File: src/rtl/alu_writeback_if.sv
// alu_writeback_if: ALU/load/register-file bus; define ALU_WB_LOOKUP_EN for the lookup port
interface alu_writeback_if #(
  parameter int ALU_WIDTH      = 32,
  parameter int REG_ADDR_WIDTH = 5
);
  logic                      aluValid;
  logic                      aluReady;
  logic [ALU_WIDTH-1:0]      aluOut;
  logic [REG_ADDR_WIDTH-1:0] aluRd;
  logic                      ldValid;
  logic                      ldReady;
  logic [REG_ADDR_WIDTH-1:0] ldRd;
  logic [ALU_WIDTH-1:0]      ldDat;
  logic                      rfWe;
  logic [REG_ADDR_WIDTH-1:0] rfWaddr;
  logic [ALU_WIDTH-1:0]      rfWdat;
`ifdef ALU_WB_LOOKUP_EN
  logic [REG_ADDR_WIDTH-1:0] lookupRs;
  logic                      lookupHit;
  logic [ALU_WIDTH-1:0]      lookupDat;
`endif
  modport master (
`ifdef ALU_WB_LOOKUP_EN
    output lookupRs, input lookupHit, lookupDat,
`endif
    output aluValid, aluOut, aluRd, ldValid, ldRd, ldDat,
    input  aluReady, ldReady, rfWe, rfWaddr, rfWdat
  );
  modport slave (
`ifdef ALU_WB_LOOKUP_EN
    input lookupRs, output lookupHit, lookupDat,
`endif
    input  aluValid, aluOut, aluRd, ldValid, ldRd, ldDat,
    output aluReady, ldReady, rfWe, rfWaddr, rfWdat
  );
endinterface

File: src/rtl/alu_writeback.sv
// alu_writeback: 2-entry ALU result FIFO arbitrated with load writes onto one register-file port; ALU_WB_LOOKUP_EN adds pending-write lookup
module alu_writeback #(
  parameter int ALU_WIDTH      = 32,
  parameter int REG_ADDR_WIDTH = 5
) (
  input logic             clk,
  input logic             rst_n,
  alu_writeback_if.slave  bus
);
  logic [REG_ADDR_WIDTH-1:0] r_rd0, r_rd1, w_rd0_nxt, w_rd1_nxt;
  logic [ALU_WIDTH-1:0]      r_dat0, r_dat1, w_dat0_nxt, w_dat1_nxt;
  logic [1:0]                r_count, w_count_nxt;
  logic [2:0]                r_starve, w_starve_nxt;
  logic                      r_we;
  logic [REG_ADDR_WIDTH-1:0] r_waddr;
  logic [ALU_WIDTH-1:0]      r_wdat;
  logic                      w_push, w_force, w_sel_alu, w_sel_ld, w_push_head;

  assign bus.aluReady = r_count != 2'd2;
  assign w_force      = r_starve == 3'd4 && r_count != 2'd0;
  assign bus.ldReady  = !w_force;
  assign w_push       = bus.aluValid && bus.aluReady && bus.aluRd != '0;
  assign w_sel_alu    = w_force || (!bus.ldValid && r_count != 2'd0);
  assign w_sel_ld     = !w_force && bus.ldValid;
  assign w_push_head  = r_count == 2'd0 || (r_count == 2'd1 && w_sel_alu);
  assign bus.rfWe     = r_we;
  assign bus.rfWaddr  = r_waddr;
  assign bus.rfWdat   = r_wdat;

  // FIFO shift on pop, new entry lands in the first free slot after the pop
  always_comb begin
    w_rd0_nxt    = w_sel_alu ? r_rd1 : r_rd0;
    w_dat0_nxt   = w_sel_alu ? r_dat1 : r_dat0;
    w_rd1_nxt    = r_rd1;
    w_dat1_nxt   = r_dat1;
    if (w_push && w_push_head) begin
      w_rd0_nxt  = bus.aluRd;
      w_dat0_nxt = bus.aluOut;
    end else if (w_push) begin
      w_rd1_nxt  = bus.aluRd;
      w_dat1_nxt = bus.aluOut;
    end
    w_count_nxt  = r_count + 2'(w_push) - 2'(w_sel_alu);
    w_starve_nxt = (w_sel_alu || r_count == 2'd0) ? 3'd0 :
                   (w_sel_ld && r_starve != 3'd4) ? r_starve + 3'd1 : r_starve;
  end

  // FIFO, occupancy and starvation state
  always_ff @(posedge clk or negedge rst_n) begin
    if (!rst_n) begin
      r_rd0    <= '0;
      r_rd1    <= '0;
      r_dat0   <= '0;
      r_dat1   <= '0;
      r_count  <= '0;
      r_starve <= '0;
    end else begin
      r_rd0    <= w_rd0_nxt;
      r_rd1    <= w_rd1_nxt;
      r_dat0   <= w_dat0_nxt;
      r_dat1   <= w_dat1_nxt;
      r_count  <= w_count_nxt;
      r_starve <= w_starve_nxt;
    end
  end

  // registered write port; x0 loads are granted but never written
  always_ff @(posedge clk or negedge rst_n) begin
    if (!rst_n) begin
      r_we    <= 1'b0;
      r_waddr <= '0;
      r_wdat  <= '0;
    end else if (w_sel_alu) begin
      r_we    <= 1'b1;
      r_waddr <= r_rd0;
      r_wdat  <= r_dat0;
    end else if (w_sel_ld && bus.ldRd != '0) begin
      r_we    <= 1'b1;
      r_waddr <= bus.ldRd;
      r_wdat  <= bus.ldDat;
    end else begin
      r_we    <= 1'b0;
    end
  end

`ifdef ALU_WB_LOOKUP_EN
  logic w_hit_tail, w_hit_head, w_hit_out;
  // youngest pending write wins: tail, then head, then output register
  always_comb begin
    w_hit_tail    = r_count == 2'd2 && r_rd1 == bus.lookupRs;
    w_hit_head    = r_count != 2'd0 && r_rd0 == bus.lookupRs;
    w_hit_out     = r_we && r_waddr == bus.lookupRs;
    bus.lookupHit = bus.lookupRs != '0 && (w_hit_tail || w_hit_head || w_hit_out);
    bus.lookupDat = w_hit_tail ? r_dat1 : w_hit_head ? r_dat0 : w_hit_out ? r_wdat : '0;
  end
`endif
endmodule

File: src/flat_wrapper.sv
// flat-port wrapper written by rule: the top's interface ports become plain ports
module alu_writeback_flat 
#(
  parameter int ALU_WIDTH      = 32,
  parameter int REG_ADDR_WIDTH = 5
)
  (clk, rst_n, bus_aluValid, bus_aluOut, bus_aluRd, bus_ldValid, bus_ldRd, bus_ldDat, bus_aluReady, bus_ldReady, bus_rfWe, bus_rfWaddr, bus_rfWdat);
  alu_writeback_if #(.ALU_WIDTH(ALU_WIDTH), .REG_ADDR_WIDTH(REG_ADDR_WIDTH)) bus_i ();
  input logic clk;
  input logic rst_n;
  input wire logic [$bits(bus_i.aluValid)-1:0] bus_aluValid;
  input wire logic [$bits(bus_i.aluOut)-1:0] bus_aluOut;
  input wire logic [$bits(bus_i.aluRd)-1:0] bus_aluRd;
  input wire logic [$bits(bus_i.ldValid)-1:0] bus_ldValid;
  input wire logic [$bits(bus_i.ldRd)-1:0] bus_ldRd;
  input wire logic [$bits(bus_i.ldDat)-1:0] bus_ldDat;
  output wire logic [$bits(bus_i.aluReady)-1:0] bus_aluReady;
  output wire logic [$bits(bus_i.ldReady)-1:0] bus_ldReady;
  output wire logic [$bits(bus_i.rfWe)-1:0] bus_rfWe;
  output wire logic [$bits(bus_i.rfWaddr)-1:0] bus_rfWaddr;
  output wire logic [$bits(bus_i.rfWdat)-1:0] bus_rfWdat;
  assign bus_i.aluValid = bus_aluValid;
  assign bus_i.aluOut = bus_aluOut;
  assign bus_i.aluRd = bus_aluRd;
  assign bus_i.ldValid = bus_ldValid;
  assign bus_i.ldRd = bus_ldRd;
  assign bus_i.ldDat = bus_ldDat;
  assign bus_aluReady = bus_i.aluReady;
  assign bus_ldReady = bus_i.ldReady;
  assign bus_rfWe = bus_i.rfWe;
  assign bus_rfWaddr = bus_i.rfWaddr;
  assign bus_rfWdat = bus_i.rfWdat;
  alu_writeback #(.ALU_WIDTH(ALU_WIDTH), .REG_ADDR_WIDTH(REG_ADDR_WIDTH)) u_core (.clk(clk), .rst_n(rst_n), .bus(bus_i));
endmodule
File: config.mk
export PLATFORM = sky130hd
export DESIGN_NAME = alu_writeback_flat
export DESIGN_NICKNAME = d
export VERILOG_FILES = /design/src/rtl/alu_writeback_if.sv /design/src/rtl/alu_writeback.sv /design/src/flat_wrapper.sv
export SDC_FILE = /design/constraint.sdc
export NUM_CORES = 1
export LEC_CHECK = 0
export CAP_MARGIN = 25
export CORE_MARGIN = 2
export CORE_UTILIZATION = 47
export CTS_CLUSTER_DIAMETER = 30
export DETAILED_ROUTE_END_ITERATION = 8
export PLACE_DENSITY = 0.8
export SETUP_SLACK_MARGIN = 0.15
export SYNTH_ARGS = -nofsm -noshare
export SYNTH_HDL_FRONTEND = slang
export SYNTH_SLANG_ARGS = --single-unit
export TNS_END_PERCENT = 10
File: constraint.sdc
create_clock -name clk -period 1.89 [get_ports clk]
set_input_delay 0.189 -clock clk [delete_from_list [all_inputs] [get_ports clk]]
set_output_delay 0.189 -clock clk [all_outputs]
set_load 0.02 [all_outputs]
## Word-level counts from Yosys, hierarchy flattened

Cells that the tools add are included.
Widths: inputs -> output; s select.

- Bits of input ports: 78
- RAM bits: 0
- Output and inout port bits: 40
- Logic and storage cells: 51
- Latch bits: 0
- Register bits after elaboration: 117
- Memories: 0
- Bits in read-only memories: 0

- Shifts and indexed selects: 0
- Mux-type cells: 12
- Reduce and logical (&&, ||, !) cells: 22
- Add/sub/neg operators: 3
- Order comparisons: 0
- Eq/ne operators: 4
- Bitwise logic cells: 1
- Div/mod/pow operators: 0
- Multiply operators: 0

Operator list:

| operator | count |
|---|---|
| $mux 32 | 4 |
| $mux 5 | 4 |
| $reduce_bool 5->1 | 2 |
| $logic_and 1x1->1 | 9 |
| $reduce_bool 2->1 | 4 |
| $mux 3 | 2 |
| $add 3x1->3 const B | 1 |
| $eq 3x3->1 const B | 1 |
| $logic_or 1x1->1 | 3 |
| $ne 3x3->1 const B | 1 |
| $add 2x1->2 | 1 |
| $eq 2x1->1 const B | 1 |
| $logic_not 1->1 | 2 |
| $logic_not 2->1 | 1 |
| $mux 1 | 2 |
| $ne 2x2->1 const B | 1 |
| $reduce_and 2->1 | 1 |
| $sub 2x1->2 | 1 |
| $not 1->1 | 1 |

## Depth between registers and ports, before layout

- Depth after elaboration: 8
- Mapped depth: 11
- Depth with buffers taken out: 10

## Least setup slack after synthesis

OpenSTA, ideal clock, no wires.

- Kind: register -> register
- From: register u_core.r_starve[0]
- To: register u_core.r_count[1]
- Data required time: 1,763 ps
- Stages on the path, launching flop included: 12
- Slack: -78 ps
- Library setup time: 127 ps
- Period minus slack after synthesis: 1,968 ps
- Arrival: 1,841 ps
- Buffers on the path: 1
- Path through: dfrtp_1 -> inv_1 -> ha_1 -> a21boi_4 -> or2_1 -> buf_6 -> inv_2 -> ha_1 -> inv_1 -> ha_1 -> xnor2_1 -> xnor2_1

- Cells in the longest elaborated chain, start to end: 4

RTL lines:

| what | RTL line | text |
|---|---|---|
| start: declaration | alu_writeback.sv:13 | `logic [2:0] r_starve, w_starve_nxt;` |
| start signal: assignment | alu_writeback.sv:63 | `r_starve <= w_starve_nxt;` |
| $eq 3x3->1 | alu_writeback.sv:20 | `assign w_force = r_starve == 3'd4 && r_count != 2'd0;` |
| $logic_and 1x1->1 | alu_writeback.sv:20 |  |
| $logic_or 1x1->1 | alu_writeback.sv:23 | `assign w_sel_alu = w_force \|\| (!bus.ldValid && r_count != 2'd0);` |
| $sub 2x1->2 | alu_writeback.sv:43 | `w_count_nxt = r_count + 2'(w_push) - 2'(w_sel_alu);` |
| net u_core.w_count_nxt[1] | alu_writeback.sv:12 | `logic [1:0] r_count, w_count_nxt;` |
| end signal: assignment | alu_writeback.sv:62 | `r_count <= w_count_nxt;` |
| end: declaration | alu_writeback.sv:12 |  |

The timed path passes the listed nets, and every way through them passes these cells.
A chain may end at the register's enable or synchronous reset.

## Final worst setup path

- From: register u_core.r_starve[1]
- To: register u_core.r_dat0[7]

- Cells in the longest elaborated chain, start to end: 7
- Elaborated cells on any way between the ends: 8
- Those cells by class: eq/ne: 1; mux: 1; reduce/logical: 6

RTL lines:

| what | RTL line | text |
|---|---|---|
| $eq 3x3->1 * | alu_writeback.sv:20 |  |
| $logic_and 1x1->1 * | alu_writeback.sv:20 |  |
| $logic_or 1x1->1 * | alu_writeback.sv:23 |  |
| $logic_and 1x1->1 | alu_writeback.sv:25 | `assign w_push_head = r_count == 2'd0 \|\| (r_count == 2'd1 && w_sel_alu);` |
| $logic_or 1x1->1 | alu_writeback.sv:25 |  |
| $logic_and 1x1->1 | alu_writeback.sv:36 | `if (w_push && w_push_head) begin` |
| $mux 32 / $reduce_bool 2->1 (equally long branches) | -- |  |
| end signal: assignment | alu_writeback.sv:60 | `r_dat0 <= w_dat0_nxt;` |
| end: declaration | alu_writeback.sv:11 | `logic [ALU_WIDTH-1:0] r_dat0, r_dat1, w_dat0_nxt, w_dat1_nxt;` |

Every way passes the cells marked *; elsewhere a longest branch is shown, timed or not.

==> out/metrics.yaml <==
timing:
  fin_crit_ps: 1992
  tightestPinTransition_ps: 714.9
  fmax_ghz: 0.5021
  hold_viol: 0
  max-slew-margin-rel_pct: 52.34
  tns_ps: -2906
  fin_skew_ps: 8.675
  worst_slack_ps: -101.5
  final-setup-viol-count: 38
  period_share_pct: 105.4
  drv_slew: 0
  rsz0062_at_grt: "yes"
synthesis:
  async_flop_share_pct: 100.0
  avgSynthCellArea_um2: 12.53
  ys_warn_count: 0
  yosysMostFrequentCell: "dfrtp_1"
  ys.flop_type: "dfrtp_1"
  yosysTopAreaCell: "dfrtp_1"
  synth_edf_count: 0
  ys_ff_latch: 117
  mappedNetlistNets: 554
  yosysUniqueCellTypes: 31
  netlist_instances: 472
  netlist.area_leader.share_pct: 49.51
  synth_commonest_cells: "dfrtp_1, mux2_4, a31oi_1"
  syn-cell-area_mm2: 0.005913
  ys_seq_area_share_pct: 49.51
  synth_area_leaders: "dfrtp_1, mux2_4, mux2_2"
cells_and_area:
  area_growth_pct: 43.25
  layout-drive-gt1-share_pct: 36.06
  fin_nets: 705
  num-fill-cells: 811
  antenna_cells: 0
clock_tree:
  cts_tree: "yes"
  cts_num_sinks: 117
  clockBufferDepth: 2
  h-tree-depth: 4
  clk_latency_ps: 410
  cts_inserted_buffers: 17
  clkTransAtPathRegs_ps: 50
  root_buffer: "clkbuf_16"
routing:
  drc_errors: 0
  vias: 4460
  avgViaCountPerCell: 5.554
  wire_per_inst_um: 19.31
  drt_iter0_drc: 262
  dr.pass1.iters: 5
  antenna_left: 0
  wl_um: 15510
place:
  portBuffers: 117
  dp_hpwl_um: 9020
  routabilityCongestion: 0.7691
global_routing:
  antenna_found_initial: 0
  grtUsageTotal_pct: 22.63
  grt_max_degree: 118
  grt_pass1_wl_um: 23520
  grt_overflow: 0
  grt_pass1_vias: 4650
die:
  die_h_um: 116.2
  boundaryPins: 118
  start_util_pct: 48.62
  die_area_mm2: 0.01349
  rows: 40
  core_mm2: 0.01216
  die_w_um: 116.2
power:
  p_clk_share_pct: 22.9
  p_total_w: 0.01456
  p_sw_share_pct: 31.37
  irDropWorstVdd_uv: 810.3
  seq_power_share_pct: 31.9
  combPwrFrac_pct: 45.2
  p_switching_w: 0.004567
  p_int_w: 0.009990
  powerDensity_mw_per_mm2: 1718
  power_leakage_nw: 3.703
worst_setup_path:
  start_kind: "register"
  path_common_cell: "mux2_4"
  worstSetupPathType: "register to register"
  r2r-start: "u_core.r_starve[1]$_DFFE_PN0P_"
  cp-end-kind: "register"
  crit_fanout: 8
  r2r_end: "u_core.r_dat0[7]$_DFFE_PN0P_"
  cpPeakStageDelay_ps: 390
  path_cells: "inv_2, ha_4, a21boi_4, buf_6, or2_4, clkbuf_16, mux2_4, mux2_4"
  crit_required_ps: 2180
  r2r_cells: 8
  crit_slowest_cell: "dfrtp_1"
  crit_arrival_ps: 2280
  r2r_slack_ps: -100
outcome:
  status: "complete, but fails checks"
  violations: "negative setup slack"
worst_hold_path:
  hold_path_startpoint: "bus_ldValid"
  hold_end: "u_core.r_starve[1]$_DFFE_PN0P_"
  hp-class: "input port to register"
  whs_path_depth: 4
job:
  max-cap-violations: 0
per-stage QoR:
stage | util [%] | hold slack, ps | instance area (um2) | setup slack, ps | cells
floorplan | - | -106.6 | 5966 | 69.94 | 472
global placement | 60.76 | 319.3 | 7390 | -394.6 | 753
detailed placement | 60.99 | 336.9 | 7417 | -333.9 | 754
CTS | 67.25 | 336.0 | 8179 | -98.28 | 792
global route | 69.65 | 346.1 | 8471 | -138.7 | 803
finish | 69.65 | 345.5 | 8471 | -101.5 | 803
logic make-up (layout without fill, tap and decap cells):
kind of cell / count (synthesis) / after routing / synth area share, %
simple gates: 121 / 122 / 10.18
xor+xnor: 2 / 2 / 0.2963
buf+inv: 41 / 203 / 4.930
mux: 112 / 112 / 25.50
flops: 117 / 117 / 49.51
fa+ha+maj: 4 / 4 / 0.8464
compound gates: 75 / 75 / 8.739
metal layers:
| layer | wire length, um | global-route usage [%] | vias up | share of wire [%] |
|---|---|---|---|---|
| li1 | - | - | 2020 | - |
| met3 | 834 | 5.812 | 23 | 5.4 |
| met2 | 7689 | 37.04 | 172 | 50 |
| met5 | 0 | 0 | - | 0 |
| met4 | 184 | 6.508 | 0 | 1.2 |
| met1 | 6797 | 30.06 | 2245 | 44 |
cell usage in the layout, fill, tap and decap left out, drive strengths merged, types with 2 or more instances in the layout:
cell / Yosys / final
xnor2: 2 / 2
nor2b: 32 / 32
nand2: 3 / 3
nand3: 33 / 33
mux2: 111 / 111
a221oi: 5 / 5
o21ai: 2 / 2
ha: 4 / 4
clkbuf: 19 / 24
buf: 17 / 48
and3: 3 / 3
dfrtp: 117 / 117
nor2: 45 / 45
a31oi: 64 / 64
clkinv: 0 / 6
or2: 2 / 3
clkdlybuf4s50: 0 / 113
bufinv: 0 / 4
inv: 5 / 5
timing repair:
item,in CTS,in global routing
pin swaps,6,7
cloned,3,5
gates resized for setup,14,30
setup endpoints to repair,92,111
hold buffers,1,0
hold endpoints to repair,117,0
buffers inserted,3,6
power by group through the flow:
stage               Combinational [W]  Sequential [W]  Clock (W)
detailed placement            0.00583         0.00457          0
finish                        0.00658         0.00465    0.00333
global placement              0.00561         0.00451          0
CTS                           0.00615         0.00457    0.00336
floorplan                     0.00366         0.00490          0
global route                  0.00700         0.00478    0.00348
registers in the layout (all words and copies together) (netlist names), 2 cells and up:
signal              cells
u_core.bus.rfWaddr      5
u_core.r_rd0            5
u_core.r_count          2
u_core.r_dat1          32
u_core.r_rd1            5
u_core.bus.rfWdat      32
u_core.r_starve         3
u_core.r_dat0          32
cell type report:
type,count,area [um2],share of cell area (%)
clock buffers,20,446.7,5.273
clock inverters,11,157.7,1.861
inverters,5,26.28,0.3102
multi-input cells,315,2900,34.24
flip-flops and latches,117,2928,34.56
well taps,168,210.2,2.482
repair buffers,167,1802,21.27
worst max path at each step:
| stage | from | to | cells after the start |
|---|---|---|---|
| global route | u_core.r_starve[0]$_DFFE_PN0P_ | u_core.r_rd0[0]$_DFFE_PN0P_ | 8 |
| finish | u_core.r_starve[1]$_DFFE_PN0P_ | u_core.r_dat0[7]$_DFFE_PN0P_ | 8 |
| CTS | u_core.r_starve[1]$_DFFE_PN0P_ | u_core.r_rd0[1]$_DFFE_PN0P_ | 8 |
| floorplan | u_core.r_starve[1]$_DFFE_PN0P_ | u_core.r_dat0[0]$_DFFE_PN0P_ | 8 |
| global placement | bus_aluRd[0] | u_core.r_dat1[16]$_DFFE_PN0P_ | 5 |
| detailed placement | bus_aluRd[1] | u_core.r_dat0[11]$_DFFE_PN0P_ | 6 |
worst max-delay path: cells and delay by family, from the launching register on:
kind	cells	cell delay (ps)
AO/OA/AOI/OAI	1	50
AND/OR/NAND/NOR	1	320
multiplexers	2	540
adder cells (fa/ha/maj)	1	140
buffers and inverters	3	400
flip-flops	1	390
Note: power is estimated with default switching activity, not from simulation.
